===== config.mk =====
export PLATFORM = sky130hd
export DESIGN_NAME = lmsm_sequencer
export DESIGN_NICKNAME = d
export VERILOG_FILES = /design/src/rtl/lmsm_sequencer_pkg.sv /design/src/rtl/lmsm_sequencer_prio_enc.sv /design/src/rtl/lmsm_sequencer.sv
export SDC_FILE = /design/constraint.sdc
export NUM_CORES = 1
export LEC_CHECK = 0
export CAP_MARGIN = 10
export CORE_UTILIZATION = 41
export DETAILED_ROUTE_END_ITERATION = 16
export PLACE_DENSITY_LB_ADDON = 0.3
export RECOVER_POWER = 25
export SETUP_SLACK_MARGIN = 0.4
export SYNTH_ARGS = -nofsm -noshare
export SYNTH_HDL_FRONTEND = slang
export SYNTH_SLANG_ARGS = --single-unit

===== constraint.sdc =====
create_clock -name clk -period 2.2 [get_ports clk]
set_clock_uncertainty 0.2 [all_clocks]
set_input_delay 0.22 -clock clk [delete_from_list [all_inputs] [get_ports clk]]
set_output_delay 0.22 -clock clk [all_outputs]
set_load 0.02 [all_outputs]

===== src/rtl/lmsm_sequencer_pkg.sv =====
// Shared constants and state encoding for the load-multiple / store-multiple sequencer.
package lmsm_sequencer_pkg;

  localparam int DATA_W = 16;
  localparam int REG_AW = 3;
  localparam int NREGS  = 8;

  typedef enum logic [1:0] {
    S_IDLE = 2'd0,
    S_SCAN = 2'd1,
    S_XFER = 2'd2,
    S_DONE = 2'd3
  } state_t;

endpackage


===== src/rtl/lmsm_sequencer_prio_enc.sv =====
// Lowest-set-bit priority encoder: 8-bit request vector to 3-bit index plus valid.
module prio_enc_8 (
  input  logic [7:0] req,
  output logic [2:0] idx,
  output logic       valid
);

  always_comb begin
    // NOTE: every output gets a default first so no path through the block infers a latch.
    idx   = '0;
    valid = 1'b0;
    // Scan downwards so the last hit, i.e. the lowest set bit, wins.
    for (int i = 7; i >= 0; i--) begin
      if (req[i]) begin
        idx   = 3'(i);
        valid = 1'b1;
      end
    end
  end

endmodule


===== src/rtl/lmsm_sequencer.sv =====
// LM/SM sequencer: walks a register list in ascending order, one memory transfer per set bit.
module lmsm_sequencer
  import lmsm_sequencer_pkg::*;
(
  input  logic              clk,
  input  logic              reset,
  input  logic              start,
  input  logic              is_load,
  input  logic [NREGS-1:0]  reg_mask,
  input  logic [DATA_W-1:0] base_addr,
  input  logic              mem_ready,
  input  logic [DATA_W-1:0] mem_rdata,
  input  logic [DATA_W-1:0] rf_rdata,
  output logic              busy,
  output logic              done,
  output logic [DATA_W-1:0] mem_addr,
  output logic              mem_rd,
  output logic              mem_wr,
  output logic [DATA_W-1:0] mem_wdata,
  output logic              rf_write_n,
  output logic [REG_AW-1:0] rf_write_select,
  output logic [REG_AW-1:0] rf_read_add,
  output logic [DATA_W-1:0] rf_wdata
);

  state_t             state;
  logic               load_q;
  logic [NREGS-1:0]   mask_q;
  logic [NREGS-1:0]   mask_next;
  logic [REG_AW-1:0]  cur_reg;
  logic [REG_AW-1:0]  low_idx;
  logic               low_valid;

  prio_enc_8 u_prio_enc (
    .req   (mask_q),
    .idx   (low_idx),
    .valid (low_valid)
  );

  assign mask_next = mask_q & ~(NREGS'(1) << cur_reg);

  // mem_addr doubles as the running address counter; it wraps silently at 2^DATA_W.
  always_ff @(posedge clk or negedge reset) begin
    // NOTE: only control/datapath flops live here, so every one of them gets a reset value.
    if (!reset) begin
      state    <= S_IDLE;
      busy     <= 1'b0;
      done     <= 1'b0;
      mem_rd   <= 1'b0;
      mem_wr   <= 1'b0;
      mem_addr <= '0;
      cur_reg  <= '0;
      mask_q   <= '0;
      load_q   <= 1'b0;
    end else begin
      // NOTE: non-blocking assignments so every flop samples pre-edge values.
      case (state)
        S_IDLE: begin
          done <= 1'b0;
          if (start) begin
            mask_q   <= reg_mask;
            mem_addr <= base_addr;
            load_q   <= is_load;
            busy     <= 1'b1;
            if (reg_mask == '0) begin
              state <= S_DONE;
              done  <= 1'b1;
            end else begin
              state <= S_SCAN;
            end
          end
        end
        S_SCAN: begin
          cur_reg <= low_idx;
          if (low_valid) begin
            state  <= S_XFER;
            mem_rd <= load_q;
            mem_wr <= ~load_q;
          end else begin
            state <= S_DONE;
            done  <= 1'b1;
          end
        end
        S_XFER: begin
          if (mem_ready) begin
            mask_q   <= mask_next;
            mem_addr <= mem_addr + 1'b1;
            mem_rd   <= 1'b0;
            mem_wr   <= 1'b0;
            if (mask_next == '0) begin
              state <= S_DONE;
              done  <= 1'b1;
            end else begin
              state <= S_SCAN;
            end
          end
        end
        S_DONE: begin
          done  <= 1'b0;
          busy  <= 1'b0;
          state <= S_IDLE;
        end
        default: state <= S_IDLE;
      endcase
    end
  end

  // Strobe derives from the async-reset state, so reset releases it without waiting for a clock.
  assign rf_write_n      = ~((state == S_XFER) & load_q & mem_ready);
  assign rf_write_select = cur_reg;
  assign rf_read_add     = cur_reg;
  assign rf_wdata        = mem_rdata;
  assign mem_wdata       = rf_rdata;

endmodule


==> results_tabular.tex <==
\begin{tabular}{lr}
\hline
Metric & Value \\
\hline
\multicolumn{2}{l}{\textbf{Outcome}} \\
\quad Run status & completed \\
\multicolumn{2}{l}{\textbf{STA}} \\
\quad Normalized max-slew margin & 0.694 \\
\quad Fmax & about 520 MHz \\
\quad \# setup viols final & 0 \\
\quad Fin crit period & a little under 2 ns \\
\quad Number of endpoints with negative hold slack in the final report & 0 \\
\quad Final Max Slew Viols & 0 \\
\quad Ratio of final minimum period to clock period & 0.880 \\
\quad Final TNS setup & 0 ns \\
\quad Worst Hold Slack & 0.130 ns \\
\quad Worst slew pin tran & 0.460 ns \\
\quad Setup repair after global routing missed its margin & yes \\
\multicolumn{2}{l}{\textbf{Finish}} \\
\quad Commonest cells after routing, fill and taps aside & sky130\_fd\_sc\_hd\_\_clkdlybuf4s50\_1, sky130\_fd\_sc\_hd\_\_nand2\_1, sky130\_fd\_sc\_hd\_\_dfrtp\_1, sky130\_fd\_sc\_hd\_\_buf\_4, sky130\_fd\_sc\_hd\_\_o21ai\_0 \\
\quad Inserted Diodes & 0 \\
\quad Area of the multi-input gates & $\sim$0.0013 sq mm \\
\quad Area Overhead vs Synth & 41.7\% \\
\quad Most frequent standard cell in the layout excluding fill and tap cells & sky130\_fd\_sc\_hd\_\_clkdlybuf4s50\_1 \\
\quad Area taken by flip-flops and latches & 860 sq um \\
\quad Number of nets at the end of the flow & about 410 \\
\quad FILL cells & 473 \\
\quad Share of post-route cells with drive strength above 1 & 0.268 \\
\multicolumn{2}{l}{\textbf{Power and ir drop}} \\
\quad Final total power & 5.72 mW \\
\quad Power share of the combinational group & 0.675 \\
\quad Flop pwr share & 0.242 \\
\quad Power density cells & between 1500 and 2000 mW/mm\^{}2 \\
\quad VDD IR-drop max & 787 uV \\
\quad Leakage Power & 1.43 nW \\
\quad Switching component of the power & approximately 2.6 mW \\
\quad Net Sw Frac & 0.451 \\
\quad Part of the power in the clock network & 0.082 \\
\quad Internal power & 3.14 mW \\
\multicolumn{2}{l}{\textbf{Floorplan}} \\
\quad Boundary pin count & 120 \\
\quad Die width & 78.0 um \\
\quad Standard cell core area & about 0.0055 sq mm \\
\quad Cell row count & 27 \\
\quad Initial core utilization & 0.428 \\
\quad Overall die area & 0.00608 sq mm \\
\quad Overall die height & 78.0 um \\
\multicolumn{2}{l}{\textbf{Detailed routing}} \\
\quad Detailed router's first-iteration violation count & 249 \\
\quad Routed WL & 6730 um \\
\quad Vias after detailed routing & around 2400 \\
\quad Number of detailed-route iterations in the first pass & 5 \\
\quad Residual antenna-violating net count after detailed routing & 0 \\
\quad Detailed-route vias per instance & 5.74 \\
\quad WL/cell & 16.3 um \\
\quad Drc violations & 0 \\
\multicolumn{2}{l}{\textbf{Clocking}} \\
\quad Clock tree from TritonCTS & yes \\
\quad Maximum count of clock buffers along a single path & 2 \\
\quad CTS H-tree lvls & 2 \\
\quad Total clock sinks & 34 \\
\quad Reg clk slew, reported paths & around 0.080 ns \\
\quad Number of hold buffers added after CTS & 0 \\
\quad Clock network latency to the later pin of the worst-skew pair & 0.30 ns \\
\quad Clock root buffer & sky130\_fd\_sc\_hd\_\_clkbuf\_8 \\
\quad Number of clock buffers inserted by TritonCTS & 5 \\
\multicolumn{2}{l}{\textbf{Worst setup path}} \\
\quad Worst Path Buf+Inv & 3 \\
\quad Nature of the critical path endpoint & register \\
\quad Slowest library cell on the worst path & sky130\_fd\_sc\_hd\_\_dfrtp\_1 \\
\quad Type of element launching the critical path & register \\
\quad Critical path type & reg2reg \\
\quad Required time of the critical path & $\sim$2.2 ns \\
\quad Max stage delay on crit path & 0.40 ns \\
\quad Maximum fanout along the worst path & 6 \\
\quad Critical Path, Cell by Cell & inv\_2 > ha\_4 > and2b\_4 > nor3\_4 > buf\_4 > buf\_6 > nand2\_2 > a22o\_2 \\
\quad Worst path arrival time & 1.91 ns \\
\quad Crit path max-delay family & simple AND/OR/NAND/NOR gates \\
\multicolumn{2}{l}{\textbf{Synthesis}} \\
\quad Area of the mapped netlist & 0.00237 sq mm \\
\quad Proportion of register bits with asynchronous set or reset after synthesis & 1.00 \\
\quad Sequential fraction of the synthesis area & 0.359 \\
\quad Number of enable-type register cells in the synthesized netlist & 0 \\
\quad Number of warning messages in the yosys log & 0 \\
\quad Main area contributors after synthesis & sky130\_fd\_sc\_hd\_\_dfrtp\_1, sky130\_fd\_sc\_hd\_\_buf\_4, sky130\_fd\_sc\_hd\_\_a21oi\_1 \\
\quad Top\_reg\_cell synth & sky130\_fd\_sc\_hd\_\_dfrtp\_1 \\
\quad Fraction of post-synthesis cell area in the top cell type by area & 0.359 \\
\quad Netlist cell types & 44 \\
\quad Cells after Synth & 287 \\
\quad Post-Syn Area per Cell & 8.25 sq um \\
\quad Post-Synthesis Net Count & 353 \\
\quad Number of register bits inferred by synthesis & 34 \\
\quad Biggest area consumer among synthesized cells & sky130\_fd\_sc\_hd\_\_dfrtp\_1 \\
\multicolumn{2}{l}{\textbf{Global routing}} \\
\quad Maximum number of pins on one net before global-route repair & 52 \\
\quad Antenna violations before repair & 0 \\
\quad Via count of the first global-routing pass & 1987 \\
\quad Wire length of the first global-routing pass & 9520 um \\
\quad Global-route total usage across every layer & 0.200 \\
\quad Total gr overflow & 0 \\
\multicolumn{2}{l}{\textbf{Placement}} \\
\quad Global placement routability congestion & about 0.86 \\
\quad Dpl hpwl & 3890 um \\
\quad Number of buffers added on ports & 55 \\
\multicolumn{2}{l}{\textbf{Min path}} \\
\quad Worst min path class & in2async \\
\multicolumn{2}{l}{\textbf{Run}} \\
\quad Maxcap violations & 0 \\
\hline
\end{tabular}
==> power by group through the flow <==
stage / Clock (mW) / Sequential, mW / Combinational [mW]
2_1_floorplan: 0 / 1.49 / 1.80
3_3_place_gp: 0 / 1.38 / 2.71
3_5_place_dp: 0 / 1.38 / 2.75
4_1_cts: 0.471 / 1.35 / 3.10
5_1_grt: 0.501 / 1.44 / 4.16
6_report: 0.472 / 1.39 / 3.86
==> Yosys cell counts (4+ instances only) <==
| library cell | number |
|---|---|
| sky130_fd_sc_hd__buf_4 | 35 |
| sky130_fd_sc_hd__dfrtp_1 | 34 |
| sky130_fd_sc_hd__nand2_1 | 31 |
| sky130_fd_sc_hd__a21oi_1 | 28 |
| sky130_fd_sc_hd__o21ai_0 | 20 |
| sky130_fd_sc_hd__nand3_1 | 18 |
| sky130_fd_sc_hd__inv_1 | 15 |
| sky130_fd_sc_hd__nor2_1 | 13 |
| sky130_fd_sc_hd__o22ai_1 | 10 |
| sky130_fd_sc_hd__clkbuf_1 | 9 |
| sky130_fd_sc_hd__a2bb2oi_1 | 7 |
| sky130_fd_sc_hd__nor3_1 | 7 |
| sky130_fd_sc_hd__a22o_1 | 6 |
| sky130_fd_sc_hd__ha_1 | 5 |
| sky130_fd_sc_hd__nand2b_1 | 5 |
| sky130_fd_sc_hd__buf_2 | 4 |
| sky130_fd_sc_hd__nor4_1 | 4 |
==> metal layers <==
| layer | track usage | up-vias | routed length [um] | part of all wire |
|---|---|---|---|---|
| li1 | - | 1105 | - | - |
| met1 | 0.269 | 1136 | 2840 | 0.42 |
| met2 | 0.317 | 113 | 3260 | 0.48 |
| met3 | 0.0388 | 11 | 554 | 0.082 |
| met4 | 0.0759 | 0 | 82 | 0.012 |
| met5 | 0 | - | 0 | 0 |
==> registers in the layout, indices dropped and copies added, names as in the netlist <==
| name | flops |
|---|---|
| mem_rd | 1 |
| mem_wr | 1 |
| load_q | 1 |
| rf_read_add | 3 |
| busy | 1 |
| mem_addr | 16 |
| done | 1 |
| mask_q | 8 |
| state | 2 |
==> worst paths after layout <==
path | start | end | slack [ns] | cells after the start
min reg2reg | busy$_DFFE_PN0P_ | busy$_DFFE_PN0P_ | 0.31 | 2
max | state[0]$_DFFE_PN0P_ | mask_q[7]$_DFFE_PN0P_ | 0.26 | 8
max reg2reg | state[0]$_DFFE_PN0P_ | mask_q[7]$_DFFE_PN0P_ | 0.26 | 8
max in group asynchronous | reset | rf_read_add[0]$_DFFE_PN0P_ | 1.30 | 2
min in group clk | rf_rdata[0] | mem_wdata[0] | 0.24 | 0
min | reset | mem_addr[14]$_DFFE_PN0P_ | 0.13 | 2
==> cells by family (layout without fill, tap and decap cells) <==
kind of cell	count (synthesis)	in the layout	share of synthesized area
and+or+nand+nor	93	93	0.201
AOI/OAI and AO/OA	87	87	0.233
buffers and inverters	64	117	0.162
DFF	34	34	0.359
adders and majority gates	5	5	0.0264
muxes	4	4	0.0174
==> worst register-to-register path: cells and delay by family (launching register included) <==
family	cells	cell delay, ns
buffers and inverters	3	0.34
AOI/OAI and AO/OA	1	0.22
and+or+nand+nor	3	0.46
adders and majority gates	1	0.20
DFF	1	0.40
==> cell type report <==
type	instances	area share
clock inverter	2	0.00298
multi-input combinational	189	0.384
timing repair buffer	94	0.291
sequential	34	0.256
clock buffer	6	0.0216
tap	72	0.0268
inverter	15	0.0179
==> through the flow <==
step / setup slack, ns / area, sq um / util / std cells
after floorplan: 0.329 / 2390 / - / 287
after global placement: 0.0679 / 2760 / 0.498 / 372
after detailed placement: -0.0622 / 2760 / 0.498 / 372
after CTS: 0.261 / 3010 / 0.543 / 391
after global routing: 0.151 / 3360 / 0.606 / 412
final: 0.264 / 3360 / 0.606 / 412
==> what timing repair did <==
action | 4_1_cts | 5_1_grt
setup buffers | 10 | 16
gates resized for setup | 31 | 40
endpoints found under the setup margin | 38 | 40
pin swaps | 3 | 7
gates cloned | 1 | 5
hold endpoints to repair | 0 | 0
Note: power is estimated with default switching activity, not from simulation.
